[config.mk]
export PLATFORM = sky130hd
export DESIGN_NAME = hex_scroller
export DESIGN_NICKNAME = d
export VERILOG_FILES = /design/src/rtl/hex_scroller_pkg.sv /design/src/rtl/hex_scroller_tick_gen.sv /design/src/rtl/hex_scroller.sv
export SDC_FILE = /design/constraint.sdc
export NUM_CORES = 1
export LEC_CHECK = 0
export ABC_AREA = 1
export ABC_CLOCK_PERIOD_IN_PS = 3600
export BUFFER_PORTS_ARGS = -buffer_cell sky130_fd_sc_hd__buf_2
export CAP_MARGIN = 30
export CORE_MARGIN = 3
export CORE_UTILIZATION = 63
export CTS_BUF_LIST = sky130_fd_sc_hd__clkbuf_4 sky130_fd_sc_hd__clkbuf_8 sky130_fd_sc_hd__clkbuf_16
export DETAILED_ROUTE_END_ITERATION = 10
export PLACE_DENSITY_LB_ADDON = 0.1
export SYNTH_ARGS = -nofsm -noshare
export SYNTH_HDL_FRONTEND = slang
export SYNTH_HIERARCHICAL = 1
export SYNTH_SLANG_ARGS = --single-unit
[constraint.sdc]
create_clock -name clk -period 3.6 [get_ports clk]
set_clock_uncertainty 0.05 [all_clocks]
set_input_delay 0.72 -clock clk [delete_from_list [all_inputs] [get_ports clk]]
set_output_delay 0.72 -clock clk [all_outputs]
set_load 0.05 [all_outputs]
[src/rtl/hex_scroller_pkg.sv]
// Shared constants, state type and symbol lookup for the hex scroller.
package hex_scroller_pkg;

   localparam logic [4:0] BLANK = 5'd23;
   localparam logic [4:0] SEG_G = 5'd22;

   localparam int unsigned TICK_CNT_HW  = 25_000_000;
   localparam int unsigned TICK_CNT_SIM = 4;

   typedef enum logic [1:0] {
      IDLE,
      SCROLL,
      HOLD,
      SHOW
   } state_t;

   // Symbol i of the scroll sequence: four blanks, then nibble 7 down to nibble 0.
   function automatic logic [4:0] sym(input logic [31:0] data, input logic [3:0] idx);
      logic [31:0] w_sh;
      if (idx < 4'd4) begin
         return BLANK;
      end
      w_sh = data >> {4'(4'd11 - idx), 2'b00};
      return {1'b0, w_sh[3:0]};
   endfunction

endpackage

[src/rtl/hex_scroller_tick_gen.sv]
// Free-running period counter producing a one-cycle tick while enabled.
module tick_gen
   import hex_scroller_pkg::*;
#(
   parameter int unsigned PERIOD = TICK_CNT_SIM
) (
   input  logic clk,
   input  logic reset,
   input  logic i_en,
   input  logic i_clr,
   output logic o_tick
);

   localparam int unsigned CW = (PERIOD > 1) ? $clog2(PERIOD) : 1;
   localparam logic [CW-1:0] LAST = CW'(PERIOD - 1);

   logic [CW-1:0] r_cnt;

   // Count while enabled, wrapping after the last count of the period.
   always_ff @(posedge clk) begin
      if (reset || i_clr) begin
         r_cnt <= '0;
      end else if (i_en) begin
         r_cnt <= (r_cnt == LAST) ? '0 : r_cnt + CW'(1);
      end
   end

   assign o_tick = i_en && (r_cnt == LAST);

endmodule

[src/rtl/hex_scroller.sv]
// Scrolls a 32-bit word across a four-digit display, holds the final window,
// then stops or repeats.
module hex_scroller
   import hex_scroller_pkg::*;
#(
   parameter int unsigned SIMULATE   = 0,
   parameter int unsigned HOLD_TICKS = 4
) (
   input  logic        clk,
   input  logic        reset,
   input  logic [31:0] data_in,
   input  logic        load,
   input  logic        repeat_en,
   output logic        busy,
   output logic        done,
   output logic [4:0]  d3,
   output logic [4:0]  d2,
   output logic [4:0]  d1,
   output logic [4:0]  d0,
   output logic [3:0]  dp
);

   localparam int unsigned TICK_CNT = (SIMULATE != 0) ? TICK_CNT_SIM : TICK_CNT_HW;
   localparam int unsigned HW       = (HOLD_TICKS > 1) ? $clog2(HOLD_TICKS) : 1;
   localparam logic [HW-1:0] HOLD_LAST = HW'(HOLD_TICKS - 1);

   state_t        r_state, w_state_nx;
   logic [3:0]    r_p, w_p_nx;
   logic [HW-1:0] r_hold, w_hold_nx;
   logic [31:0]   r_data, w_data_nx;
   logic          w_done_nx;
   logic          w_accept;
   logic          w_run;
   logic          w_tick;

   assign w_run = (r_state == SCROLL) || (r_state == HOLD);

   tick_gen #(.PERIOD(TICK_CNT)) u_tick (
      .clk    (clk),
      .reset  (reset),
      .i_en   (w_run),
      .i_clr  (w_accept),
      .o_tick (w_tick)
   );

   // Next-state logic: load acceptance, scroll advance and hold completion.
   always_comb begin
      w_state_nx = r_state;
      w_p_nx     = r_p;
      w_hold_nx  = r_hold;
      w_data_nx  = r_data;
      w_done_nx  = 1'b0;
      w_accept   = 1'b0;
      case (r_state)
         IDLE, SHOW: begin
            if (load) begin
               w_accept   = 1'b1;
               w_data_nx  = data_in;
               w_p_nx     = 4'd0;
               w_hold_nx  = '0;
               w_state_nx = SCROLL;
            end
         end
         SCROLL: begin
            if (w_tick) begin
               w_p_nx = r_p + 4'd1;
               if (r_p == 4'd7) begin
                  w_hold_nx  = '0;
                  w_state_nx = HOLD;
               end
            end
         end
         HOLD: begin
            if (w_tick) begin
               if (r_hold == HOLD_LAST) begin
                  w_done_nx = 1'b1;
                  w_hold_nx = '0;
                  if (repeat_en) begin
                     w_p_nx     = 4'd0;
                     w_state_nx = SCROLL;
                  end else begin
                     w_state_nx = SHOW;
                  end
               end else begin
                  w_hold_nx = r_hold + HW'(1);
               end
            end
         end
         default: w_state_nx = IDLE;
      endcase
   end

   // State register; busy and done update on the same edge as the state.
   always_ff @(posedge clk) begin
      if (reset) begin
         r_state <= IDLE;
         r_p     <= 4'd0;
         r_hold  <= '0;
         r_data  <= '0;
         busy    <= 1'b0;
         done    <= 1'b0;
      end else begin
         r_state <= w_state_nx;
         r_p     <= w_p_nx;
         r_hold  <= w_hold_nx;
         r_data  <= w_data_nx;
         busy    <= (w_state_nx == SCROLL) || (w_state_nx == HOLD);
         done    <= w_done_nx;
      end
   end

   // Display registers follow the current state one cycle later.
   always_ff @(posedge clk) begin
      if (reset) begin
         d3 <= BLANK;
         d2 <= BLANK;
         d1 <= BLANK;
         d0 <= BLANK;
         dp <= 4'b0000;
      end else begin
         case (r_state)
            IDLE: begin
               d3 <= SEG_G;
               d2 <= SEG_G;
               d1 <= SEG_G;
               d0 <= SEG_G;
               dp <= 4'b0000;
            end
            SHOW: begin
               d3 <= sym(r_data, r_p);
               d2 <= sym(r_data, r_p + 4'd1);
               d1 <= sym(r_data, r_p + 4'd2);
               d0 <= sym(r_data, r_p + 4'd3);
               dp <= 4'b0001;
            end
            default: begin
               d3 <= sym(r_data, r_p);
               d2 <= sym(r_data, r_p + 4'd1);
               d1 <= sym(r_data, r_p + 4'd2);
               d0 <= sym(r_data, r_p + 4'd3);
               dp <= 4'b0000;
            end
         endcase
      end
   end

endmodule

==> run metrics, run 1 <==
Final Util between 70% and 80%; Die Area between 8000 and 9000 µm²; failing checks design-rule violations; Sink Count approximately 90; wire length per cell ~13 µm; Die Ht around 94 µm; Power Total about 2.1 mW; post_cts resized 0; Post-Route WL 11400 µm; count of cell types in the netlist 32; clock-pin transition on the worst setup and hold timing paths around 0.10 ns; Synth Area in Adders about 4.1%; gr ovfl total 0; pin count of the biggest net entering global routing 50; post-route insts no fill about 880; beginning of the worst hold path r_data[5]$_SDFFE_PP0P_; Final Setup Violations 0; Area growth syn-to-layout 9.10%; fin nets 830; starting density of the core between 60% and 70%; number of antenna violations at the first check in global routing 0; flops & latches, synth a little under 90; Critical Path Fanout Max 13; Core Area approximately 7300 µm²; Num CTS Buffers 9; clock buffer depth 2; pwr dens 408 nW/µm²; Synth Area in Simple Gates roughly 37%; DR iter-0 viols ~400; Residual DRC 1; crit path capture type flip-flop; peak supply drop 0.000202 V; RePlAce Congestion 0.912; status finished, violations left; # hold bufs at CTS 0; fraction of layout cells with a size suffix above 1 15.2%; dpl hpwl about 8400 µm; die width roughly 94 µm; xor and xnor area share after synthesis under 10%; Lkg Pwr 2.27 nW; Worst Path Required roughly 3.8 ns; routed vias/inst approximately 5.4; post-route ant nets 0; GRT Overall Usage between 20 and 30%; final-report hold violation count 0; vias in the first global route between 4k and 5k; post-synthesis compound-gate area fraction between 10% and 20%; I/O Buffers slightly below 60; ANT cells 0; Rows 31; sequential fraction of the synthesis area 36.5%; placed insts 866; Slew Viols, Final 0; Hold Path Class reg2reg; kind of critical path reg2reg; highest clock rate 386 MHz; TNS Setup 0 ns; postcts setup bufs 0; yosys warns 6; mux share of post-synthesis cell area less than 1%; Max Cap Viol 0; first-pass detailed-route iteration total 10; unrepaired setup endpoints after global routing false; CTS tree done; CP Launch Point r_state[1]$_SDFF_PP0_; Critical Path Start Type flip-flop; Vias roughly 4.7k; main combinational cell family by area after synthesis simple AND/OR/NAND/NOR gates; Tcrit/Tclk final between 70% and 80%; Avg Cell Area, Syn approximately 6.6 µm²; # IOs 62; Syn Inst Count around 730; Worst EP arrival 2.83 ns; Clk Latency, worst-skew pair ~0.36 ns; synthesized cell area ~4800 µm²; htree depth 3; Least-Margin Pin Slew about 1 ns; worst reg2reg startpoint r_state[1]$_SDFF_PP0_; Clock Tree Root clkbuf_8; minimum period implied by the final worst setup slack around 2.6 ns; Worst slew margin 33.7%; first-pass GRT wire length ~19000 µm
[path summary, 6_finish.rpt]
path / to / slack [ns] / cells after the start
setup / recovery: r_p[3]$_SDFFE_PP0P_ / 1.01 / 12
hold / removal: r_data[5]$_SDFFE_PP0P_ / 0.42 / 2
setup reg to reg: r_p[3]$_SDFFE_PP0P_ / 1.01 / 12
hold reg to reg: r_data[5]$_SDFFE_PP0P_ / 0.42 / 2
[cells in the mapped netlist (all sizes together)]
cell | instances | share of area, %
nand2 | 200 | 16
nor2 | 124 | 11
dfxtp | 88 | 36
nand3 | 83 | 8.8
inv | 73 | 5.7
o21ai | 66 | 7.0
a21oi | 31 | 3.3
buf | 22 | 3.3
ha | 16 | 4.1
clkbuf | 8 | 0.62
xnor2 | 6 | 1.1
xor2 | 5 | 0.91
nor3 | 2 | 0.31
o21bai | 2 | 0.31
clkinv | 1 | 0.078
conb | 1 | 0.078
mux2i | 1 | 0.21
nand4 | 1 | 0.13
nor3b | 1 | 0.16
o211a | 1 | 0.21
or2 | 1 | 0.13
[power breakdown]
part	switching [mW]	total [mW]	internal [mW]
clock	0.360	0.615	0.256
combinational	0.334	0.475	0.141
sequential	0.0312	1.06	1.03
[routing by layer]
metal	vias to the layer above	GRT usage, %	share of wire (%)
li1	2400	-	-
met1	2100	39.2	46
met2	207	41.6	43
met3	18	4.26	9.1
met4	0	8.06	1.5
met5	-	0	0
[cells by family after synthesis]
group / count (synthesis)
simple gates: 412
buf+inv: 104
compound gates: 100
flops: 88
fa+ha+maj: 16
xor+xnor: 11
other cells: 1
mux: 1
[through the flow]
step,hold slack [ns],worst slack (ns),area (µm²)
after floorplan,0.387,1.38,4840
after global placement,0.401,1.22,5090
after detailed placement,0.411,1.07,5090
after CTS,0.425,1.05,5270
after global routing,0.447,0.771,5270
final,0.424,1.01,5270
[worst max-delay path, stage by stage, from the launching register on]
cell	delay, ns
dfxtp_1	0.40
inv_1	0.11
ha_1	0.62
nand2_1	0.13
nor3_2	0.19
nand2_2	0.10
nor2_4	0.18
inv_1	0.10
a21oi_2	0.15
inv_1	0.08
nor2_4	0.15
o21ai_0	0.10
a21oi_1	0.17
[state kept, by name (all words and copies together) (netlist names)]
name and flops:
d3 5, r_data 32, done 1, busy 1, u_tick/r_cnt 25, d2 5
r_p 4, r_hold 2, d1 5, r_state 2, dp 1, d0 5
[layout make-up]
cell class	count	area (µm²)
clock buffers	9	124
fillers	637	2060
multi-input cells	543	2610
well taps	99	124
clock inverters	7	51.3
flip-flops and latches	88	1760
repair buffers	62	320
inverters	74	278
[placed cells by master, fill, tap and decap left out]
cell type	count
dfxtp_1	88
o211a_1	1
clkbuf_8	9
a21oi_1	30
nor3b_1	1
xnor2_1	6
or2_2	1
o21ai_1	19
inv_1	68
conb_1	3
xor2_1	5
buf_2	58
nor3_1	1
inv_2	5
nand2_1	188
nand4_1	1
clkinv_2	2
a21oi_2	1
nor2_4	4
nor2_1	107
nand2_2	12
ha_1	16
nand3_2	2
clkinv_1	1
o21ai_2	2
mux2i_1	1
nor3_2	1
nor2_2	13
inv_6	3
nand3_1	81
clkinvlp_4	2
o21bai_1	2
o21ai_0	45
buf_4	4
No activity file was read; power rests on OpenSTA's default activity.
==> run 2, diff against run 1 <==
--- a/config.mk
+++ b/config.mk
@@ -6,11 +6,11 @@
 export NUM_CORES = 1
 export LEC_CHECK = 0
 export ABC_AREA = 1
-export ABC_CLOCK_PERIOD_IN_PS = 3600
+export ABC_CLOCK_PERIOD_IN_PS = 2500
 export BUFFER_PORTS_ARGS = -buffer_cell sky130_fd_sc_hd__buf_2
 export CAP_MARGIN = 30
 export CORE_MARGIN = 3
-export CORE_UTILIZATION = 63
+export CORE_UTILIZATION = 58
 export CTS_BUF_LIST = sky130_fd_sc_hd__clkbuf_4 sky130_fd_sc_hd__clkbuf_8 sky130_fd_sc_hd__clkbuf_16
 export DETAILED_ROUTE_END_ITERATION = 10
 export PLACE_DENSITY_LB_ADDON = 0.1
==> constraint.sdc (replaced) <==
create_clock -name clk -period 2.5 [get_ports clk]
set_clock_uncertainty 0.05 [all_clocks]
set_input_delay 0.5 -clock clk [delete_from_list [all_inputs] [get_ports clk]]
set_output_delay 0.5 -clock clk [all_outputs]
set_load 0.05 [all_outputs]
==> run metrics, run 2 (synthesis gave the netlist of run 1 again) <==
status finished clean; post_cts resized 0; Lkg Pwr 2.32 nW; Final Util 68.0%; gr ovfl total 0; fraction of layout cells with a size suffix above 1 about 16%; post-route ant nets 0; Top reg by flops r_data; # IOs 62; Worst EP arrival about 2.5 ns; first-pass GRT wire length about 19000 µm; most frequent cells in the layout nand2_1, nor2_1, dfxtp_1; Sink Count 88; crit path capture type flip-flop; Clock Tree Root clkbuf_8; first-pass detailed-route iteration total 5; Num CTS Buffers 9; ANT cells 0; Critical Path Fanout Max 6; I/O Buffers 58; Core Area ~7900 µm²; minimum period implied by the final worst setup slack ~2.3 ns; setup slack after layout 0.248 ns; postcts setup bufs 0; RePlAce Congestion about 0.94; wire length per cell 13.0 µm; commonest non-fill, non-tap cell in the layout nand2_1; Worst slew margin a little over half; TNS Setup 0 ns; routed vias/inst between 5 and 6; fin nets between 800 and 900; clock-pin transition on the worst setup and hold timing paths approximately 0.090 ns; Post-Route WL ~12000 µm; Slew Viols, Final 0; peak supply drop around 0.00036 V; Largest regs r_data x32, u_tick/r_cnt x25; Worst Path Required between 2 and 3 ns; htree depth 3; final-report hold violation count 0; Max Cap Viol 0; Least-Margin Pin Slew 0.681 ns; GRT Overall Usage between 20% and 30%; Critical Path Start Type flip-flop; footprint of the multi-input gates about 2600 µm²; Hold Path Class in2reg; Area growth syn-to-layout 11.1%; pin count of the biggest net entering global routing between 40 and 50; Vias roughly 4.7k; Residual DRC 0; Final Setup Violations 0; unrepaired setup endpoints after global routing false; # hold bufs at CTS 0; starting density of the core between 60% and 70%; Clk Latency, worst-skew pair between 0.3 and 0.4 ns; CTS tree done; Tcrit/Tclk final 90.1%; die width around 100 µm; number of antenna violations at the first check in global routing 0; Rows 32; highest clock rate 444 MHz; dpl hpwl between 8000 and 9000 µm; # fillers around 730; kind of critical path reg2reg; Die Ht between 90 and 100 µm; Largest register FFs 32; vias in the first global route around 4.1k; DR iter-0 viols roughly 380; Reg area ~1800 µm²; Die Area 9460 µm²; clock buffer depth 2; worst slack at placement 0.266 ns; pwr dens around 620 nW/µm²
[run 2: cell count changes in the layout (fill, tap and decap cells not counted), sizes merged]
cell	before	now
clkbuf	9	12
clkinvlp	2	0
buf	62	67
inv	76	73
bufinv	0	2
[run 2: cell type report]
| class | instances | area share, % |
|---|---|---|
| clock buffers | 12 | 2.85 |
| inverters | 74 | 5.18 |
| multi-input cells | 543 | 48.6 |
| well taps | 102 | 2.38 |
| repair buffers | 67 | 6.67 |
| clock inverters | 4 | 1.45 |
| flip-flops and latches | 88 | 32.8 |
[run 2: path summary, 6_finish.rpt]
path / endpoint / start / slack [ns] / cells after the start
hold reg to reg: r_data[2]$_SDFFE_PP0P_ / r_data[2]$_SDFFE_PP0P_ / 0.42 / 2
setup / recovery: r_p[0]$_SDFFE_PP0P_ / r_state[1]$_SDFF_PP0_ / 0.25 / 13
setup reg to reg: r_p[0]$_SDFFE_PP0P_ / r_state[1]$_SDFF_PP0_ / 0.25 / 13
hold / removal: r_data[11]$_SDFFE_PP0P_ / data_in[11] / 0.31 / 3
[run 2: where the power goes]
group          switching (mW)  total, mW  internal (mW)
registers              0.0458       1.52           1.48
clock network           0.502       1.12          0.617
logic                   0.477      0.687          0.210
[run 2: critical path, stage by stage, from the launching register on]
cell and delay, ns:
dfxtp_1 0.38, inv_1 0.10, ha_1 0.40, nand2_1 0.10, nor3_2 0.17, nand2_2 0.10, nor2_4 0.17, inv_1 0.09
a21oi_2 0.14, inv_1 0.08, nor2_4 0.14, inv_2 0.06, a21oi_1 0.11, nor2_1 0.05
[run 2: per-layer routing]
layer	share of wire [%]	global-route usage, %
met1	50	37.1
met2	41	34.5
met3	7.8	4.16
met4	1.6	7.14
met5	0	0
[run 2: through the flow]
step           instance area, µm²  hold WS, ns  instances  power [mW]
2_1_floorplan                4840        0.387        735        2.08
3_3_place_gp                 5130        0.406        874        2.21
3_5_place_dp                 5130        0.408        874        2.23
4_1_cts                      5360        0.298        890        3.34
5_1_grt                      5360        0.301        890        3.49
6_report                     5360        0.311        890        3.33
==> run 3, diff against run 2 <==
--- a/config.mk
+++ b/config.mk
@@ -10,7 +10,7 @@
 export BUFFER_PORTS_ARGS = -buffer_cell sky130_fd_sc_hd__buf_2
 export CAP_MARGIN = 30
 export CORE_MARGIN = 3
-export CORE_UTILIZATION = 58
+export CORE_UTILIZATION = 30
 export CTS_BUF_LIST = sky130_fd_sc_hd__clkbuf_4 sky130_fd_sc_hd__clkbuf_8 sky130_fd_sc_hd__clkbuf_16
 export DETAILED_ROUTE_END_ITERATION = 10
 export PLACE_DENSITY_LB_ADDON = 0.1
==> run metrics, run 3 (synthesis gave the netlist of run 1 again) <==
Residual DRC 0; postcts setup bufs 0; cell repeated most along the worst path inv_1; Critical Path Fanout Max 6; CP bufs+invs 4; CTS tree done; GRT Overall Usage approximately 15%; post-route ant nets 0; Core Area 15500 µm²; beginning of the worst hold path data_in[23]; worst reg2reg startpoint r_state[1]$_SDFF_PP0_; crit path capture type flip-flop; WHS Endpoint r_data[23]$_SDFFE_PP0P_; # hold bufs at CTS 0; DR iter-0 viols between 300 and 400; pin count of the biggest net entering global routing 48; Largest regs r_data x32, u_tick/r_cnt x25; Num CTS Buffers 9; status finished clean; Die Ht roughly 130 µm; gr ovfl total 0; Clock Tree Root clkbuf_16; routed vias/inst ~4.6; hold depth 3; post-route insts no fill 1003; Worst EP arrival 2.38 ns; unrepaired setup endpoints after global routing false; wire length per cell 13.0 µm; Post-Route WL roughly 13000 µm; Worst Path Required 2.69 ns; setup slack after layout between 0.3 and 0.4 ns; post_cts resized 0; Rows 45; dpl hpwl around 10000 µm; starting density of the core 31.2%; DP Area approximately 5300 µm²; Final Setup Violations 0; clock-pin transition on the worst setup and hold timing paths roughly 0.060 ns; Slew Viols, Final 0; Clk Latency, worst-skew pair about 0.35 ns; Crit-path slowest cell dfxtp_1; Critical Path Start Type flip-flop; pwr dens around 700 nW/µm²; clock buffer depth 2; final instance area approximately 5700 µm²; fraction of layout cells with a size suffix above 1 between 10% and 20%; htree depth 3; highest clock rate 457 MHz; worst-path cell chain inv_1 -> ha_1 -> nand2_1 -> nor3_2 -> nand2_2 -> nor2_4 -> inv_1 -> a21oi_2 -> inv_1 -> nor2_4 -> inv_2 -> a21oi_1 -> nor2_1; Sink Count 88; Top reg by flops r_data; placed insts 987; die width 133 µm; peak supply drop around 0.00036 V; Vias 4643; Lkg Pwr 2.41 nW; Die Area between 15000 and 20000 µm²; Largest register FFs 32; worst slack at placement 0.310 ns; # IOs 62; number of antenna violations at the first check in global routing 0; kind of critical path reg2reg; vias in the first global route 4317; first-pass GRT wire length roughly 22000 µm; final-report hold violation count 0; FF-to-FF path depth 13; I/O Buffers 58; Hold Path Class in2reg; Max Cap Viol 0; minimum period implied by the final worst setup slack roughly 2.2 ns; most frequent cells in the layout nand2_1, nor2_1, dfxtp_1; Area growth syn-to-layout 17.9%; ANT cells 0; TNS Setup 0 ns; Hold Worst Slack 0.322 ns; first-pass detailed-route iteration total 5; RePlAce Congestion between 0.8 and 0.9; fin nets around 840; Crit path max-delay family simple AND/OR/NAND/NOR gates; register-to-register path setup slack between 0.3 and 0.4 ns; Critical R2R Capture r_p[0]$_SDFFE_PP0P_; commonest non-fill, non-tap cell in the layout nand2_1; Critical Path Max Stage Delay 0.39 ns; Tcrit/Tclk final between 80 and 90%
## run 3: cell types whose count changed in the layout (fill, tap and decap cells not counted), moves of 2 or more
cell	previous run	this run
clkinv_4	2	0
clkbuf_4	2	0
buf_12	0	2
buf_4	9	11
clkbuf_8	10	0
bufinv_16	2	4
clkbuf_16	0	9
## run 3: final cells by class
type	instances	area (µm²)
fill	1662	9790
clock buffer	9	225
timing repair buffer	71	413
sequential	88	1760
inverter	74	278
clock inverter	7	141
multi-input combinational	543	2610
tap	211	264
## run 3: layer usage
metal	vias up	track usage [%]	wire length, µm
met2	120	22.1	5330
met3	15	2.70	623
met1	2078	22.5	6880
li1	2430	-	-
met4	0	5.25	201
met5	-	0	0
## run 3: tightest hold or removal path: stages
cell and delay [ns]:
buf_2 0.07, nor2_1 0.03, nor2_1 0.08
## run 3: power breakdown
| group | internal [mW] | leakage, nW | switching (mW) | total [mW] |
|---|---|---|---|---|
| Sequential | 1.48 | 0.720 | 0.0472 | 1.53 |
| Combinational | 0.225 | 1.52 | 0.484 | 0.709 |
| Clock | 1.08 | 0.176 | 0.584 | 1.66 |
## run 3: how the worst max path moves through the flow
stage                                      from                  end  slack, ns  cells after the start
final                     r_state[1]$_SDFF_PP0_  r_p[0]$_SDFFE_PP0P_       0.31                     13
after global routing      r_state[1]$_SDFF_PP0_  r_p[0]$_SDFFE_PP0P_       0.11                     13
after detailed placement  r_state[1]$_SDFF_PP0_  r_p[0]$_SDFFE_PP0P_       0.31                     13
after global placement    r_state[1]$_SDFF_PP0_  r_p[0]$_SDFFE_PP0P_       0.45                     13
after CTS                 r_state[1]$_SDFF_PP0_  r_p[0]$_SDFFE_PP0P_       0.30                     13
after floorplan           r_state[1]$_SDFF_PP0_  r_p[0]$_SDFFE_PP0P_       0.28                     14
## run 3: per-stage QoR
step                      utilization, %  power [mW]
after floorplan                        -        2.08
after global placement              34.4        2.26
after detailed placement            34.4        2.27
after CTS                           36.8        3.95
after global routing                36.8        4.11
final                               36.8        3.90
